--- src/rtl/palette_fade_ctrl.sv ---
// 16-entry RGB333 palette with a shadow copy committed on frame start, plus a brightness fade FSM.
// Optional macro PALETTE_FADE_EN enables the fade FSM and scaling; otherwise the level is fixed at 7.
module palette_fade_ctrl #(
    parameter int unsigned RATE_W      = 4,
    parameter int unsigned RESET_LEVEL = 7
) (
    input  logic              i_clk,
    input  logic              i_rst_n,
    input  logic [3:0]        i_index,
    output logic [8:0]        o_color,
    input  logic              i_frame_start,
    input  logic              i_wr_valid,
    input  logic [3:0]        i_wr_index,
    input  logic [8:0]        i_wr_color,
    output logic              o_wr_ready,
    input  logic              i_fade_cmd,
    input  logic              i_fade_dir,
    input  logic [RATE_W-1:0] i_fade_rate,
    output logic              o_fade_busy,
    output logic              o_fade_done
);

    function automatic logic [8:0] grey_entry(input logic [3:0] n);
        return {n[3:1], n[3:1], n[3:1]};
    endfunction

    // Subtract (7 - level) from each channel, clamping at zero.
    function automatic logic [8:0] scale(input logic [8:0] c, input logic [2:0] lvl);
        logic [2:0] d;
        logic [2:0] v;
        logic [8:0] r;
        d = 3'd7 - lvl;
        r = '0;
        for (int ch = 0; ch < 3; ch++) begin
            v = c[3*ch +: 3];
            r[3*ch +: 3] = (v > d) ? v - d : 3'd0;
        end
        return r;
    endfunction

    logic [8:0] active_q [16];
    logic [8:0] active_d [16];
    logic [8:0] shadow_q [16];
    logic [8:0] shadow_d [16];
    logic       pending_q, pending_d;
    logic [8:0] color_q, color_d;
    logic [2:0] level;
    logic       commit;
    logic       wr_en;

    assign commit     = i_frame_start && pending_q;
    assign o_wr_ready = !commit;
    assign wr_en      = i_wr_valid && o_wr_ready;

    always_comb begin
        active_d  = active_q;
        shadow_d  = shadow_q;
        pending_d = pending_q;
        if (commit) begin
            active_d  = shadow_q;
            pending_d = 1'b0;
        end
        if (wr_en) begin
            shadow_d[i_wr_index] = i_wr_color;
            pending_d            = 1'b1;
        end
    end

    always_ff @(posedge i_clk or negedge i_rst_n) begin
        if (!i_rst_n) begin
            for (int i = 0; i < 16; i++) begin
                active_q[i] <= grey_entry(4'(i));
                shadow_q[i] <= grey_entry(4'(i));
            end
            pending_q <= 1'b0;
            color_q   <= '0;
        end else begin
            active_q  <= active_d;
            shadow_q  <= shadow_d;
            pending_q <= pending_d;
            color_q   <= color_d;
        end
    end

    assign color_d = scale(active_q[i_index], level);
    assign o_color = color_q;

`ifdef PALETTE_FADE_EN
    typedef enum logic {StIdle, StFading} state_e;

    state_e            state_q, state_d;
    logic [2:0]        level_q, level_d;
    logic [2:0]        target_q, target_d;
    logic [RATE_W-1:0] rate_q, rate_d;
    logic [RATE_W-1:0] cnt_q, cnt_d;
    logic              done_q, done_d;
    logic [2:0]        cmd_target;
    logic [2:0]        step_level;
    logic              step_now;

    assign cmd_target = i_fade_dir ? 3'd7 : 3'd0;
    // Only meaningful while fading, where level never equals target, so no wrap.
    assign step_level = (target_q > level_q) ? level_q + 3'd1 : level_q - 3'd1;
    // A fade command in the same cycle swallows the frame pulse.
    assign step_now   = (state_q == StFading) && i_frame_start && !i_fade_cmd
                        && (cnt_q == rate_q);

    always_ff @(posedge i_clk or negedge i_rst_n) begin
        if (!i_rst_n) begin
            state_q  <= StIdle;
            level_q  <= 3'(RESET_LEVEL);
            target_q <= '0;
            rate_q   <= '0;
            cnt_q    <= '0;
            done_q   <= 1'b0;
        end else begin
            state_q  <= state_d;
            level_q  <= level_d;
            target_q <= target_d;
            rate_q   <= rate_d;
            cnt_q    <= cnt_d;
            done_q   <= done_d;
        end
    end

    always_comb begin
        state_d = state_q;
        unique case (state_q)
            StIdle: begin
                if (i_fade_cmd && (level_q != cmd_target)) state_d = StFading;
            end
            StFading: begin
                if (i_fade_cmd) begin
                    state_d = (level_q == cmd_target) ? StIdle : StFading;
                end else if (step_now && (step_level == target_q)) begin
                    state_d = StIdle;
                end
            end
        endcase
    end

    always_comb begin
        level_d  = level_q;
        target_d = target_q;
        rate_d   = rate_q;
        cnt_d    = cnt_q;
        done_d   = 1'b0;
        if (i_fade_cmd) begin
            target_d = cmd_target;
            rate_d   = i_fade_rate;
            cnt_d    = '0;
            done_d   = (level_q == cmd_target);
        end else if ((state_q == StFading) && i_frame_start) begin
            if (step_now) begin
                level_d = step_level;
                cnt_d   = '0;
                done_d  = (step_level == target_q);
            end else begin
                cnt_d = cnt_q + RATE_W'(1);
            end
        end
    end

    always_comb begin
        o_fade_busy = (state_q == StFading);
        o_fade_done = done_q;
    end

    assign level = level_q;
`else
    logic unused_fade;

    assign unused_fade = ^{i_fade_cmd, i_fade_dir, i_fade_rate, 3'(RESET_LEVEL)};
    assign level       = 3'd7;
    assign o_fade_busy = 1'b0;
    assign o_fade_done = 1'b0;
`endif

endmodule

--- config.mk ---
export PLATFORM = sky130hd
export DESIGN_NAME = palette_fade_ctrl
export DESIGN_NICKNAME = d
export VERILOG_FILES = /design/src/rtl/palette_fade_ctrl.sv
export SDC_FILE = /design/constraint.sdc
export NUM_CORES = 1
export LEC_CHECK = 0
export CORE_ASPECT_RATIO = 0.75
export CORE_MARGIN = 2
export CORE_UTILIZATION = 25
export CTS_BUF_LIST = sky130_fd_sc_hd__clkbuf_16
export CTS_CLUSTER_DIAMETER = 120
export DETAILED_ROUTE_END_ITERATION = 12
export PLACE_DENSITY = 0.46
export SYNTH_ARGS = -nofsm -noshare
export SYNTH_HDL_FRONTEND = slang
export SYNTH_SLANG_ARGS = --single-unit
--- constraint.sdc ---
create_clock -name i_clk -period 2.8 [get_ports i_clk]
set_input_delay 0.56 -clock i_clk [delete_from_list [all_inputs] [get_ports i_clk]]
set_output_delay 0.56 -clock i_clk [all_outputs]
set_load 0.02 [all_outputs]
# Word-level counts from Yosys, hierarchy flattened
# Index checks and enable logic that the tools add are counted.
totals:
  register_bits: 298
  in_bits: 27
op_classes:
  n_lt_le_gt_ge: 6
  n_mux: 11
  bitwise: 2
  reduce_logical: 5
ops:
  columns: ["op", "count"]
  rows:
  - ["$bwmux W144", 1]
  - ["$bmux W9 S4", 1]
  - ["$demux W9 S4", 1]
  - ["$mux W9", 3]
  - ["$ge A5 B5 Y1 const B", 2]
  - ["$not A4 Y5", 2]
  - ["$gt A3 B1 Y1 const B", 3]
  - ["$mux W3", 3]
  - ["$lt A5 B1 Y1 const B", 1]
  - ["$logic_and A1 B1 Y1", 3]
  - ["$mux W1", 2]
  - ["$reduce_bool A2 Y1", 1]
  - ["$logic_not A1 Y1", 1]

# Longest topological paths before layout
logic_depth:
  ltp_word: 6
  mapped_depth: 5
  ltp_nobuf: 3

# Least setup slack after synthesis
# No wires, ideal clock.
synth_timing:
  kind: "input to register"
  start: "in i_index[0]"
  end: "reg color_q[3] (netlist: o_color[3])"
  arrival_time_ns: 1.607
  t_required_ns: 2.676
  setup_slack_ns: 1.069
  stages: 5
  n_path_buf: 2
  cell_sequence: "buf_6 -> buf_4 -> mux4_2 -> a22oi_1 -> nand2_1"
synth_between:
  elab_chain_len: 6
synth_rtl:
  columns: ["element", "line", "rtl"]
  rows:
  - ["from (decl)", "9", "input logic [3:0] i_index,"]
  - ["$not A4 Y5 (not written as such) (*)", "85", "assign color_d = scale(active_q[i_index], level);"]
  - ["$bmux W9 S4 (*)", "85", null]
  - ["$mux W9 (not written as such) (*) (2 in a row)", "85", null]
  - ["$gt A3 B1 Y1", "36", "r[3*ch +: 3] = (v > d) ? v - d : 3'd0;"]
  - ["$mux W3 (*)", "36", null]
  - ["net color_d[3]", "46", "logic [8:0] color_q, color_d;"]
  - ["to (signal assigned)", "81", "color_q <= color_d;"]
  - ["to (decl)", "46", null]
# Mark *: on every way through the listed nets, which the timed path passes. The rest lies on a longest branch. The select of a mux whose other input is x is not followed.
# A chain may end at the register's enable or synchronous reset.

# Worst setup path in the final report
layout_timing:
  start: "in i_frame_start"
  end: "out o_wr_ready"
layout_between:
  elab_chain_len: 2
layout_rtl:
  columns: ["element", "line", "rtl"]
  rows:
  - ["from (decl)", "11", "input logic i_frame_start,"]
  - ["$logic_and A1 B1 Y1", "51", "assign commit = i_frame_start && pending_q;"]
  - ["$logic_not A1 Y1", "52", "assign o_wr_ready = !commit;"]
  - ["to (decl)", "15", "output logic o_wr_ready,"]
# Every way passes these cells.

==> results.tsv <==
metric	value	unit
status	completed	
Critical Path Fanout Max	2	
clk sinks	298	
Placeable Area	50000	µm²
Rel. slew slack	30.8	%
count of cell types in the netlist	25	
Power Density	877	nW/µm²
r2r setup slk	0.81	ns
Final Max Tran Viols	0	
Max Cap Viol	0	
initial antenna violation count	1	
CTS root buffer	clkbuf_16	
fin crit period	2.41	ns
CTS tree	built	
worst hold slack	0.00302	ns
Cell Rows	71	
IR drop worst, VDD	0.431	mV
synth warn	0	
CTS max path bufs	3	
worst-skew pair later-pin latency	0.55	ns
largest net degree at the start of global routing	78	
DPL Wire Length	17800	µm
FMAX	414	MHz
Pwr Total	0.0129	W
final hold viol count	0	
synth top area cells	dfrtp_1, dfstp_2, mux2_2	
LEAKAGE	6.19	nW
CTS Buf Count	29	
CP Capture Type	output port	
# IOs	39	
top_reg_cell synth	dfrtp_1	
drc violations	0	
RSZ-0062 raised after global routing	false	
final count of negative-setup-slack endpoints	0	
via count	6233	
pre-CTS worst setup slack	0.109	ns
synth-to-layout area growth	16.8	%
setup ws final	0.386	ns
register area share after synthesis	60.5	%
Clock transition at path regs	0.07	ns
Post-synth top cells	mux2_2, dfrtp_1, dfstp_2	
ys async rst share	100	%
Worst setup SP type	primary input	
Synth area leader	dfrtp_1	
FILL cells	4967	
gr ovfl total	0	
Vias/cell	4.29	
Die W	263	µm
Critical Path RT	2.24	ns
H-tree Lvls	1	
Final GP Congestion	0.675	
Routed WL	28200	µm
global-route wire length before repair	43400	µm
Antenna Nets Post-Route	0	
vias in the first global route	6610	
DRT iter0 DRCs	307	
top-area cell type share of the netlist area	30.6	%
Starting Density	25.2	%
First-pass DRT Iterations	6	
Final Cycle Share	86.2	%
share of cells above drive strength 1	69.6	%
Worst Max-Slew Pin Slew	1.03	ns
IO Port Bufs	30	
Synth Instances	723	
worst hold path class	in -> async	
Resize count post-CTS	0	
die height	199	µm
Worst Path Arrival	1.85	ns
drt wl/cell	19.4	µm
FF+latch count, synth	298	
hold_buf cts	0	
post-CTS setup buffer count	0	
cell area after synthesis	12600	µm²
top-count cell post-synth	mux2_2	
setup TNS	0	ns
average cell area after synthesis	17.4	µm²
All-Layer GR Usage	11.0	%
Final Net Count	799	
clock skew	0.0105	ns
critical path class	in -> out	
EDFF count, synth	0	
die area	52300	µm²
-- layout make-up --
type	instances	area [µm²]	share of cell area [%]
multi-input cells	380	4710	32.0
well taps	657	822	5.58
repair buffers	63	718	4.87
clock inverters	24	119	0.807
diodes	1	2.50	0.0170
flip-flops and latches	298	7640	51.8
clock buffers	29	726	4.92
-- metal layers --
layer	vias up	global-route usage (%)	wire (µm)
met5	-	0	0
met4	0	1.76	390
met3	32	1.91	899
met2	67	15.6	11700
met1	3356	17.5	15200
li1	2778	-	-
-- cells in the final DEF (no fill, tap or decap) --
cell type	netlist	final
mux2_2	279	279
dfrtp_1	154	154
dfstp_2	144	144
clkbuf_16	0	29
clkdlybuf4s50_1	0	27
mux4_2	23	23
buf_4	6	19
a22oi_1	18	18
buf_12	2	14
mux4_1	13	13
nand2_1	10	9
mux2_4	9	9
clkinv_2	0	8
nand4b_4	6	6
clkinv_1	0	6
inv_1	0	5
clkinvlp_4	0	5
and4bb_2	4	4
nand4_4	4	4
nor2b_1	2	2
and2_1	2	2
nor2_1	2	2
and2b_4	2	2
nand4b_2	2	2
conb_1	1	2
buf_2	21	2
diode_2	0	1
nand2_4	0	1
a21boi_4	1	1
o21a_1	1	1
buf_8	0	1
-- sequential cells by signal, indices dropped and copies added, names as in the netlist --
register and flops:
active_q 144, o_color 9, pending_q 1, shadow_q 144
-- metrics by stage --
step | instances | instance area (µm²) | util (%)
floorplan | 724 | 12600 | -
global placement | 1398 | 13900 | 27.8
detailed placement | 1398 | 13900 | 27.8
CTS | 1451 | 14700 | 29.5
global route | 1451 | 14700 | 29.5
finish | 1452 | 14700 | 29.5
-- cells by family (layout without fill, tap and decap cells) --
| group | count (synthesis) | count (layout) | synth area share [%] |
|---|---|---|---|
| multiplexers | 324 | 324 | 32.8 |
| flip-flops | 298 | 298 | 60.5 |
| other | 1 | 3 | 0.0297 |
| AND/OR/NAND/NOR | 34 | 34 | 3.15 |
| AO/OA/AOI/OAI | 20 | 20 | 1.28 |
| buffers and inverters | 46 | 116 | 2.19 |
-- power breakdown --
part / internal, W / switching (W) / total [W]
logic: 0.00161 / 0.000936 / 0.00254
clock network: 0.00188 / 0.00167 / 0.00355
registers: 0.00618 / 0.000653 / 0.00684
total: 0.00967 / 0.00326 / 0.0129
-- worst max-delay path, cell delays in order --
cell,delay [ns]
clkdlybuf4s50_1,0.50
nand2_4,0.15
clkdlybuf4s50_1,0.64
-- worst paths after layout --
kind / from / endpoint / cells after the start
max: i_frame_start / o_wr_ready / 3
min: i_rst_n / o_color[0]$_DFF_PN0_ / 1
max reg2reg: pending_q$_DFFE_PN0P_ / shadow_q[60]$_DFFE_PN0P_ / 4
min reg2reg: shadow_q[67]$_DFFE_PN0P_ / active_q[67]$_DFFE_PN0P_ / 1
max in group asynchronous: i_rst_n / shadow_q[65]$_DFFE_PN1P_ / 2
min in group i_clk: shadow_q[67]$_DFFE_PN0P_ / active_q[67]$_DFFE_PN0P_ / 1
Note: power is estimated with default switching activity, not from simulation.
==> variant: new RTL, same settings <==
The option `PALETTE_FADE_EN` is turned on by a define.
--- a/src/rtl/palette_fade_ctrl.sv
+++ b/src/rtl/palette_fade_ctrl.sv
@@ -2,2 +2,4 @@
 // Optional macro PALETTE_FADE_EN enables the fade FSM and scaling; otherwise the level is fixed at 7.
+`define PALETTE_FADE_EN
+
 module palette_fade_ctrl #(
Behaviour: not the same (a bounded check fails within 4 cycles, from zero or initial values and one cycle with i_rst_n low).
==> variant against the original RTL <==
  * Synthesized area up 6.4%
  * Maximum frequency decreased by 15%
  * Largest cell class unchanged
  * Clock power grew 29%
  * The run now ends with setup timing left
  * Count of clock-buffer cells in the layout up 8
  * Setup slack worse by 0.44 ns
  * Power grew 22%
  * Synthesized cell count up 14%
  * Combinational power grew 55%
  * Via count grew 17%
  * Design area increased by 12%
  * Sequential share of layout area decreased by 3.6 points
  * Sequential cell count grew 14
  * Clock skew increased by 0.0086 ns
  * Routed wire length rose by 18%
==> variant: results (changes against the original RTL) <==
Timing
  • Worst setup margin: -0.05323 ns (-0.4397 ns)
  • Least-Margin Pin Slew: 0.7385 ns (-0.2959 ns)
  • Setup violators final: 1 (+1)
  • Fin Clk Skew: 0.01914 ns (+0.008649 ns)

Route
  • WL final: 33.37 mm (+18%)
  • WL/cell: 19.86 µm (+2.3%)
  • Total vias in the final route: 7322 (+17%)

Worst hold path
  • Hold Crit Class: reg2reg

Placed design
  • Placed cells: 1614 (+15%)
  • Dpl hpwl: 22.40 mm (+26%)
  • Dpl cell area: 15390 µm² (+11%)
  • Placer congestion estimate: 0.7620 (+13%)
  • Setup WS pre-CTS: -0.2908 ns (-0.4002 ns)
  • Port Buffers: 38 (+27%)

Layout
  • Layout cells sized above 1: 65.05% (-4.6 points)
  • FILL cells: 5184 (+4.4%)
  • Fin nets: 985 (+23%)

Global route
  • Met1 Usage GRT: 19.75% (+2.3 points)
  • Largest net degree at the start of global routing: 82 (+5.1%)
  • Met2 Use GR: 17.11% (+1.5 points)
  • First-pass GRT wire length: 51.29 mm (+18%)

Outcome
  • Outcome: finished, violations left
  • Failing checks: setup timing

Critical path
  • CP max stage delay: 0.53 ns (-0.11 ns)
  • CP top delay family: compound AO/OA/AOI/OAI gates
  • Worst path slowest cell: dfstp_2
  • Critical Path AT: 3.25 ns (+1.40 ns)
  • R2r startpoint: level[2]
  • Crit Path Max Fanout: 4 (+2)

Synthesis
  • Proportion of synthesized area in mux cells: 32.46% (-0.33 points)
  • Xor-xnor portion of the synthesized cell area: 0.7177% (+0.72 points)
  • Synth cell types: 43 (+72%)
  • Synth top area cells: dfrtp_1, dfstp_2, mux2_2
  • Synth Area in Compound Gates: 1.351% (+0.072 points)
  • Cell count after synthesis: 823 (+14%)
  • Commonest cells post-synth: mux2_2, dfrtp_1, dfstp_2

Clock tree
  • H-tree lvl count: 2 (+1)
  • Clock buffer count from CTS: 34 (+17%)

Power
  • VDD IR max: 0.3689 mV (-14%)
variant: cell types whose count changed after synthesis, moves of 10 or more:
cell      change
mux4_1       -13
ha_1         +13
a22oi_1      -18
mux2_2       +12
inv_1        +13
mux4_2       +22
dfrtp_1      +11
clkbuf_1     +17
buf_2        -14
a21oi_1      +10
variant: logic make-up (layout without fill, tap and decap cells):
family,after synthesis,in the layout
adder cells (fa/ha/maj),17,17
XOR/XNOR,11,11
buffers and inverters,53,197
flip-flops,312,312
other,0,1
AND/OR/NAND/NOR,61,61
multiplexers,342,342
AO/OA/AOI/OAI,27,27
variant: worst max-delay path by stage:
stage | start | endpoint | slack [ns] | cells past startpoint
floorplan | level[1] | o_fade_busy | -0.15 | 10
global placement | i_index[0] | o_color[2] | -0.28 | 10
detailed placement | i_index[0] | o_color[5] | -0.29 | 11
CTS | level[2] | o_fade_busy | -0.07 | 10
global route | level[2] | o_fade_busy | -0.20 | 10
finish | level[2] | o_fade_busy | -0.05 | 11
variant: report_power, final:
part / leakage [µW] / switching [µW] / internal, µW
clock network: 0.000590 / 1820 / 2740
logic: 0.00268 / 1530 / 2410
registers: 0.00360 / 826 / 6460
variant: area by class of cell:
type,count,share of cell area (%)
sequential,312,48.27
inverter,13,0.2947
clock inverter,25,1.270
multi-input combinational,458,31.72
tap,712,5.380
clock buffer,37,5.592
timing repair buffer,122,7.451
antenna,1,0.01511
variant: routing by layer:
layer	routed length [µm]	share of wire, %
met1	18370	55
met2	13540	41
met3	1103	3.3
met4	348	1.0
met5	0	0
variant: what timing repair did:
item	in CTS	in global routing
hold buffers	1	0
resized for setup	1	1
pin swaps	2	0
setup buffers	2	0
setup endpoints to repair	2	3
hold endpoints to repair	18	0
variant: through the flow:
stage / total power [µW] / TNS (ns) / hold WS [ns] / util (%)
after floorplan: 9766 / -0.1481 / 0.2644 / -
after global placement: 11230 / -2.932 / 0.4559 / 29.00
after detailed placement: 11300 / -2.915 / 0.4554 / 29.00
after CTS: 16000 / -0.07365 / 0.4883 / 31.19
after global routing: 16770 / -0.4080 / 0.5077 / 31.20
final: 15790 / -0.05323 / 0.4826 / 31.20
